===== config.mk =====
export PLATFORM = sky130hd
export DESIGN_NAME = pattern_matcher
export DESIGN_NICKNAME = d
export VERILOG_FILES = /design/src/rtl/pattern_matcher_pkg.sv /design/src/rtl/pattern_matcher_window_cmp.sv /design/src/rtl/pattern_matcher.sv
export SDC_FILE = /design/constraint.sdc
export NUM_CORES = 1
export LEC_CHECK = 0
export BUFFER_PORTS_ARGS = -buffer_cell sky130_fd_sc_hd__buf_2
export CAP_MARGIN = 5
export CORE_ASPECT_RATIO = 1.2
export CORE_UTILIZATION = 25
export CTS_CLUSTER_SIZE = 10
export DETAILED_ROUTE_END_ITERATION = 8
export GPL_ROUTABILITY_DRIVEN = 0
export PLACE_DENSITY = 0.43
export SYNTH_ARGS = -nofsm -noshare
export SYNTH_HDL_FRONTEND = slang
export SYNTH_SLANG_ARGS = --single-unit

===== constraint.sdc =====
create_clock -name i_fclk -period 4.4 [get_ports i_fclk]
set_clock_uncertainty 0.1 [all_clocks]
set_input_delay 0.88 -clock i_fclk [delete_from_list [all_inputs] [get_ports i_fclk]]
set_output_delay 0.88 -clock i_fclk [all_outputs]
set_load 0.02 [all_outputs]

===== src/rtl/pattern_matcher_pkg.sv =====
// Shared definitions for the pattern_matcher block.
//   state_e         : FSM encoding (IDLE / SCAN / DONE)
//   clog2           : ceiling log2, usable in constant expressions
//   calc_n_off      : number of bit offsets a window can take in the data word
//   calc_offset_w   : width of the offset counter / o_match_offset (minimum 1)
package pattern_matcher_pkg;

  typedef enum logic [1:0] {
    IDLE = 2'd0,
    SCAN = 2'd1,
    DONE = 2'd2
  } state_e;

  function automatic int clog2(input int n);
    int r;
    r = 0;
    while ((1 << r) < n) r++;
    return r;
  endfunction

  function automatic int calc_n_off(input int data_w, input int pattern_w);
    return data_w - pattern_w + 1;
  endfunction

  // A single offset still needs a 1-bit counter so ports never collapse to zero width.
  function automatic int calc_offset_w(input int data_w, input int pattern_w);
    int w;
    w = clog2(calc_n_off(data_w, pattern_w));
    return (w < 1) ? 1 : w;
  endfunction

endpackage


===== src/rtl/pattern_matcher_window_cmp.sv =====
// Combinational masked compare of one pattern-width window.
//   i_window  : data bits under the window
//   i_pattern : pattern to compare against
//   i_mask    : 1 = bit takes part in the compare
//   o_hit     : 1 when every masked bit of the window equals the pattern
module pattern_window_cmp #(
  parameter int W = 16
) (
  input  logic [W-1:0] i_window,
  input  logic [W-1:0] i_pattern,
  input  logic [W-1:0] i_mask,
  output logic         o_hit
);

  assign o_hit = ((i_window ^ i_pattern) & i_mask) == '0;

endmodule


===== src/rtl/pattern_matcher.sv =====
// Bit-serial sliding-window pattern matcher.
// Captures one data word, then compares the masked pattern against every bit
// offset of that word, lowest offset first, one offset per clock.
//   i_fclk / i_reset       : clock, synchronous active-high reset
//   i_data_valid, i_data   : data word from the source, sampled in IDLE only
//   i_pattern, i_mask      : pattern and compare mask, captured with the data
//   o_shift_result_valid   : one pulse per offset compared (every SCAN cycle)
//   o_result_valid         : scan finished, result held (DONE)
//   o_result_match         : a masked match was found
//   o_match_offset         : offset of the first match, 0 when none
//   i_result_reset         : clears the held result in DONE
//   o_busy                 : high in SCAN and DONE
//
// Handshake: the source asserts i_data_valid and keeps it high while it waits
// for the result; a word is taken only from IDLE. The result is held in DONE
// until the consumer pulses i_result_reset or drops i_data_valid, either of
// which (or both together) is a single clear back to IDLE.
module pattern_matcher
  import pattern_matcher_pkg::*;
#(
  parameter  int DATA_WIDTH    = 64,
  parameter  int PATTERN_WIDTH = 16,
  localparam int N_OFF         = calc_n_off(DATA_WIDTH, PATTERN_WIDTH),
  localparam int OFFSET_W      = calc_offset_w(DATA_WIDTH, PATTERN_WIDTH)
) (
  input  logic                     i_fclk,
  input  logic                     i_reset,
  input  logic                     i_data_valid,
  input  logic [DATA_WIDTH-1:0]    i_data,
  input  logic [PATTERN_WIDTH-1:0] i_pattern,
  input  logic [PATTERN_WIDTH-1:0] i_mask,
  output logic                     o_shift_result_valid,
  output logic                     o_result_valid,
  output logic                     o_result_match,
  output logic [OFFSET_W-1:0]      o_match_offset,
  input  logic                     i_result_reset,
  output logic                     o_busy
);

  if (PATTERN_WIDTH < 1 || PATTERN_WIDTH > DATA_WIDTH) begin : g_bad_width
    $error("pattern_matcher: PATTERN_WIDTH must be in 1..DATA_WIDTH");
  end

  localparam logic [OFFSET_W-1:0] LAST_K = OFFSET_W'(N_OFF - 1);

  state_e                   state_q,   state_d;
  logic [DATA_WIDTH-1:0]    data_q,    data_d;
  logic [PATTERN_WIDTH-1:0] pattern_q, pattern_d;
  logic [PATTERN_WIDTH-1:0] mask_q,    mask_d;
  logic [OFFSET_W-1:0]      k_q,       k_d;
  logic                     match_q,   match_d;
  logic [OFFSET_W-1:0]      offset_q,  offset_d;

  logic [PATTERN_WIDTH-1:0] window;
  logic                     hit;

  // Window at offset k is data[k+PATTERN_WIDTH-1:k]; shifting right then
  // truncating keeps the select in range for every parameterisation.
  assign window = PATTERN_WIDTH'(data_q >> k_q);

  pattern_window_cmp #(
    .W (PATTERN_WIDTH)
  ) u_cmp (
    .i_window  (window),
    .i_pattern (pattern_q),
    .i_mask    (mask_q),
    .o_hit     (hit)
  );

  always_ff @(posedge i_fclk) begin
    if (i_reset) begin
      state_q   <= IDLE;
      data_q    <= '0;
      pattern_q <= '0;
      mask_q    <= '0;
      k_q       <= '0;
      match_q   <= 1'b0;
      offset_q  <= '0;
    end else begin
      state_q   <= state_d;
      data_q    <= data_d;
      pattern_q <= pattern_d;
      mask_q    <= mask_d;
      k_q       <= k_d;
      match_q   <= match_d;
      offset_q  <= offset_d;
    end
  end

  always_comb begin
    state_d   = state_q;
    data_d    = data_q;
    pattern_d = pattern_q;
    mask_d    = mask_q;
    k_d       = k_q;
    match_d   = match_q;
    offset_d  = offset_q;
    case (state_q)
      IDLE: begin
        if (i_data_valid) begin
          data_d    = i_data;
          pattern_d = i_pattern;
          mask_d    = i_mask;
          k_d       = '0;
          state_d   = SCAN;
        end
      end
      SCAN: begin
        if (hit) begin
          match_d  = 1'b1;
          offset_d = k_q;
          state_d  = DONE;
        end else if (k_q == LAST_K) begin
          match_d  = 1'b0;
          offset_d = '0;
          state_d  = DONE;
        end else begin
          k_d = k_q + OFFSET_W'(1);
        end
      end
      DONE: begin
        // Clear the result on the way out so it reads 0 in the next cycle.
        if (i_result_reset || !i_data_valid) begin
          match_d  = 1'b0;
          offset_d = '0;
          state_d  = IDLE;
        end
      end
      default: state_d = IDLE;
    endcase
  end

  assign o_shift_result_valid = (state_q == SCAN);
  assign o_result_valid       = (state_q == DONE);
  assign o_result_match       = match_q;
  assign o_match_offset       = offset_q;
  assign o_busy               = (state_q != IDLE);

endmodule


# [Word level (Yosys, flattened, before mapping)]
# Cells that the tools add are included.
[totals] regBits=111 latch_bits=0 ramBits=0 mem_bits_ro=0 in_bits=100 output_inout_bits=10 mem_count=0
[classes] addsub=1 mul=0 div=0 order_cmp=0 eq_ne=8 shift=1 n_mux=17 bitwise_logic=2 reduce_logical=11
[op_table] op="64-bit by 6-bit >> shifter with 16-bit output" count=1
[op_table] op="6-bit two-way mux" count=6
[op_table] op="6-bit one-hot mux with 2 select lines" count=2
[op_table] op="16-bit bitwise AND" count=1
[op_table] op="16-bit logical NOT" count=1
[op_table] op="16-bit bitwise XOR" count=1
[op_table] op="2-bit two-way mux" count=4
[op_table] op="6-bit by 1-bit adder with 6-bit output, second input constant" count=1
[op_table] op="6-bit equality test, second input constant" count=1
[op_table] op="2-bit != test, second input constant" count=3
[op_table] op="2-bit one-hot mux with 3 select lines" count=1
[op_table] op="3-bit AND reduction" count=2
[op_table] op="2-bit nonzero test" count=3
[op_table] op="4-bit AND reduction" count=1
[op_table] op="1-bit two-way mux" count=3
[op_table] op="3-bit by 1-bit != test with 1-bit output, second input constant" count=1
[op_table] op="2-bit by 1-bit equality test with 1-bit output, second input constant" count=1
[op_table] op="2-bit equality test, second input constant" count=1
[op_table] op="2-bit logical NOT" count=1
[op_table] op="2-bit by 1-bit != test with 1-bit output, second input constant" count=1
[op_table] op="1-bit one-hot mux with 2 select lines" count=1
[op_table] op="2-bit AND reduction" count=1
[op_table] op="1-bit logical NOT" count=1
[op_table] op="1-bit logical OR" count=1

# [Longest topological paths before layout]
[depth] word_depth=6 depth_mapped=16

# [By module]
# Synthesis repeated with hierarchy kept, for this count alone.
[hier_totals] cells_unflattened=906 hier_area_um2=7931.4
[modules_own_cells] module="pattern_matcher" n_inst=1 cells_each=879 area_per_inst_um2=7714.9
[modules_own_cells] module="pattern_window_cmp" n_inst=1 cells_each=27 area_per_inst_um2=216.5

# [Worst setup path before layout]
# Ideal clock, no wire load.
[synth_path] path_type="register -> register" from="reg k_q[1]" to="reg offset_q[0], in the netlist o_match_offset[0]" setup_time_ns=0.117 arrival_time_ns=3.131 slack_ns=1.052 stages_incl_launch_ff=14 synth_period_minus_slack_ns=3.348 cell_sequence="dfxtp_1 buf_6 buf_4 mux4_2 mux2i_1 o22ai_1 a2111oi_0 a221oi_1 mux2i_1 a2111oi_0 o2111a_2 a21o_4 a21oi_4 a22o_1"
[synth_between] elab_chain_cells=6 elab_cells_between_ends=9
[synth_rtl] element="from (decl)" line_no="pattern_matcher.sv:50" source="logic [OFFSET_W-1:0] k_q, k_d;"
[synth_rtl] element="from (signal assigned)" line_no="pattern_matcher.sv:84" source="k_q <= k_d;"
[synth_rtl] element="64-bit by 6-bit >> shifter with 16-bit output" line_no="pattern_matcher.sv:59" source="assign window = PATTERN_WIDTH'(data_q >> k_q);"
[synth_rtl] element="16-bit bitwise XOR" line_no="pattern_matcher_window_cmp.sv:15" source="assign o_hit = ((i_window ^ i_pattern) & i_mask) == '0;"
[synth_rtl] element="16-bit bitwise AND" line_no="pattern_matcher_window_cmp.sv:15"
[synth_rtl] element="16-bit logical NOT" line_no="pattern_matcher_window_cmp.sv:15"
[synth_rtl] element="3-bit by 1-bit != test with 1-bit output (no line) or 6-bit two-way mux (tied branches)"
[synth_rtl] element="3-bit AND reduction (no line) or 6-bit one-hot mux with 2 select lines (tied branches)"
[synth_rtl] element="to (signal assigned)" line_no="pattern_matcher.sv:86" source="offset_q <= offset_d;"
[synth_rtl] element="to (decl)" line_no="pattern_matcher.sv:52" source="logic [OFFSET_W-1:0] offset_q, offset_d;"
# Several ways; a longest one is shown, not always the timed one.
# A chain may end at the register's enable or synchronous reset.

# [Final worst setup path]
[layout_path] from="reg k_q[2]" to="reg offset_q[4], in the netlist o_match_offset[4]"
# The elaborated chain is that of the path after synthesis.

==> results.txt <==
- Cell type with the largest total area after synthesis: dfxtp_1
- Post-Route Setup TNS: 0 ns
- Number of distinct library cell variants in the gate-level netlist after synthesis: 68
- The tool flagged a number of max-cap violations equal to 0.
- Total grt overflow: 0
- Clock transition time at the flip-flop clock pins of the worst setup and hold paths: 0.07 ns
* Inserted Clock Buffers: 9
- Dividing the detail-routed via count by the number of cells gives 5.40.
* Biggest area contributors in the synthesized netlist: dfxtp_1 (27%), mux4_2 (19%), nand2_1 (11%), mux2i_1 (7.3%), a21oi_1 (6.6%)
* CP Data Required Time: 4.56 ns
- The number of antenna diodes in the final layout is 0.
- The first global-routing pass estimated 45.3 mm of wire.
- Via count of the routed design: 7668
- STA classifies the critical path startpoint as a flop.
- Cell count after synthesis: 936
- Element type at the critical path end: flop
- On the final layout, the worst hold slack is 0.352 ns.
* Deepest level of the CTS H-tree: 3
- For this run, design rule violations remaining after detail routing come to 0.
- Number of input and output port buffers inserted: 109
- The synthesized design contains 0 enable-type register cells.
* Root buffer cell: clkbuf_16
* Most common cell after layout, fill and taps aside: nand2_1
* Fin nets: 1111
- Power consumption: 0.00265 W
- In this run the core area contains 72 standard-cell rows.
- Unrepaired setup endpoints after global routing: false
* Classification of the worst-slack hold path: reg2reg
* Normalized max-slew margin: 20.4%
* Number of global-route vias before repair: 7494
* Post-cts repair resize count: 0
- Hold Vio Cnt, Final: 0
- Initial standard-cell utilization of the core: 25.5%
* Antenna violations before repair: 0
* Final Slew Violations: 0
- Yosys printed 0 warnings.
- Sequential cells were found to cover 26.9% of the synthesized design area.
- Placeable core region: 0.0324 mm²
- The detailed router finished its first iteration with 622 violations.
- CP Class: reg2reg
- Routed wire length per instance: 20.7 µm
- Slew of the pin with the lowest slew margin: 1.19 ns
- For the worst-skew pair, the clock arrives at the later sink with an insertion delay of 0.37 ns.
- Number of search-and-repair iterations in the first detailed-routing pass: 5
- IR drop worst, VDD: 0.184 mV
- Entering global routing, the biggest net connects 102 pins.
* Number of antenna-violating nets in the routed design: 0
- Post-route non-filler standard cell count: 1421
- The average instance in the mapped netlist occupies 8.84 µm².
- TritonCTS clock tree: built
- The die covers 0.0338 mm².
- Top achievable clock speed: 236 MHz
* Top-level I/O count: 110
- Dividing total power by cell area gives a power density of 279 mW/mm².
- The most used flip-flop cell after synthesis is dfxtp_1.
* Run status: finished clean
- Cells fill 29.4% of the core in the end.
- Y dimension of the die: 201 µm
- For this run, the total global-route usage over all layers was measured as 17.3%.
* Number of placed instances with taps included: 1403
* Netlist area before placement: 0.00827 mm²
* Final critical-path required period: 4.23 ns
- CTS saw 111 sinks.
- Synthesized Nets: 1038
- Post-DP HPWL: 21.8 mm
* Area growth syn-to-layout: 15.2%
* Post-CTS Hold Fix Bufs: 0
* Ys async rst share: 0%
- Total Routed Length: 29.3 mm
- In the finished design, the share of the clock period the worst path needs comes to 96.2%.
- In the layout the commonest cells are nand2_1 (236), a21oi_1 (109), buf_2 (108).
- Number of synthesized register bits: 111
* Width of the chip: 168 µm
- For this design the static power due to leakage is 3.45 nW.
* Arrival time at the worst endpoint: 4.40 ns
- Fraction of final layout cells sized beyond drive strength 1: 26.8%
* Proportion of netlist area held by the largest area contributor: 26.9%
* Biggest fanout along the worst timing path: 24
- Number of buffers inserted to repair setup after CTS: 0
- Setup violations remaining at the end of the flow were counted as 0.
* Maximum count of clock buffers along a single path: 2
sequential cells by signal (all words and copies together), names as in the netlist:
| register | count |
|---|---|
| data_q | 64 |
| k_q | 6 |
| mask_q | 16 |
| o_match_offset | 6 |
| o_result_match | 1 |
| pattern_q | 16 |
| state_q | 2 |
stage by stage:
stage	cell area, µm²	worst slack, ns
2_1_floorplan	8270	1.05
3_3_place_gp	9190	0.0605
3_5_place_dp	9190	0.0637
4_1_cts	9490	0.0158
5_1_grt	9530	0.0253
6_report	9530	0.168
kinds of logic (layout without fill, tap and decap cells):
family	after synthesis	after routing	share of synthesized area (%)
flops	111	111	26.9
compound gates	223	223	17.7
fa+ha+maj	2	2	0.302
buf+inv	95	173	5.76
simple gates	337	337	17.0
mux	157	157	31.2
xor+xnor	11	11	1.16
per-layer routing:
| metal | share of wire [%] | GRT usage, % | up-vias |
|---|---|---|---|
| met3 | 5.0 | 2.81 | 54 |
| li1 | - | - | 3610 |
| met5 | 0 | 0 | - |
| met4 | 3.9 | 7.56 | 0 |
| met1 | 44 | 22.5 | 3743 |
| met2 | 47 | 28.4 | 261 |
worst paths after layout:
check,end,cells after the start,startpoint,slack [ns]
max,o_match_offset[4],11,k_q[2],0.17
min,o_result_match,1,o_result_match,0.35
max reg2reg,o_match_offset[4],11,k_q[2],0.17
min reg2reg,o_result_match,1,o_result_match,0.35
report_power, final:
group          internal (W)  leakage [nW]  switching [W]
registers           0.00108         0.912       0.000107
logic              0.000277          2.40       0.000359
clock network      0.000441         0.138       0.000394
worst max-delay path: stages (launching register included):
cell       delay [ns]
dfxtp_4          0.62
mux4_2           0.62
mux2i_1          0.26
o22ai_1          0.12
a2111oi_0        0.74
a221oi_1         0.20
mux2i_1          0.18
a2111oi_0        0.41
o2111a_2         0.33
a21o_4           0.17
a21oi_4          0.08
a22o_1           0.26
layout make-up:
type                            count  area [µm²]
Inverter                           14        52.6
Fill cell                        3529       22900
Clock buffer                        9         225
Clock inverter                      7        71.3
Sequential cell                   111        2230
Tap cell                          407         509
Multi-Input combinational cell    730        5590
Timing Repair Buffer              143         853
synth_stat cells (all sizes together) (2+ instances only):
master   count
dfxtp      111
nor2b        6
a211oi       4
ha           2
a311oi       2
xnor2        6
or2          5
and2         9
mux2        20
o21ai       17
and3         2
o22a         3
xor2         5
o211ai       7
mux4        77
o21a         2
nand3       16
a221oi       6
nand4        2
inv         13
o2111ai      2
o221ai       7
nand2b      13
nor3        15
nor2        29
a21oi      110
a21o         3
a32oi        7
o211a        2
buf         38
a2111oi      3
o32ai        3
a22o         9
nand2      237
o31ai        2
clkbuf      43
mux2i       60
a22oi       10
o22ai       12
(Power assumes the default switching activity.)
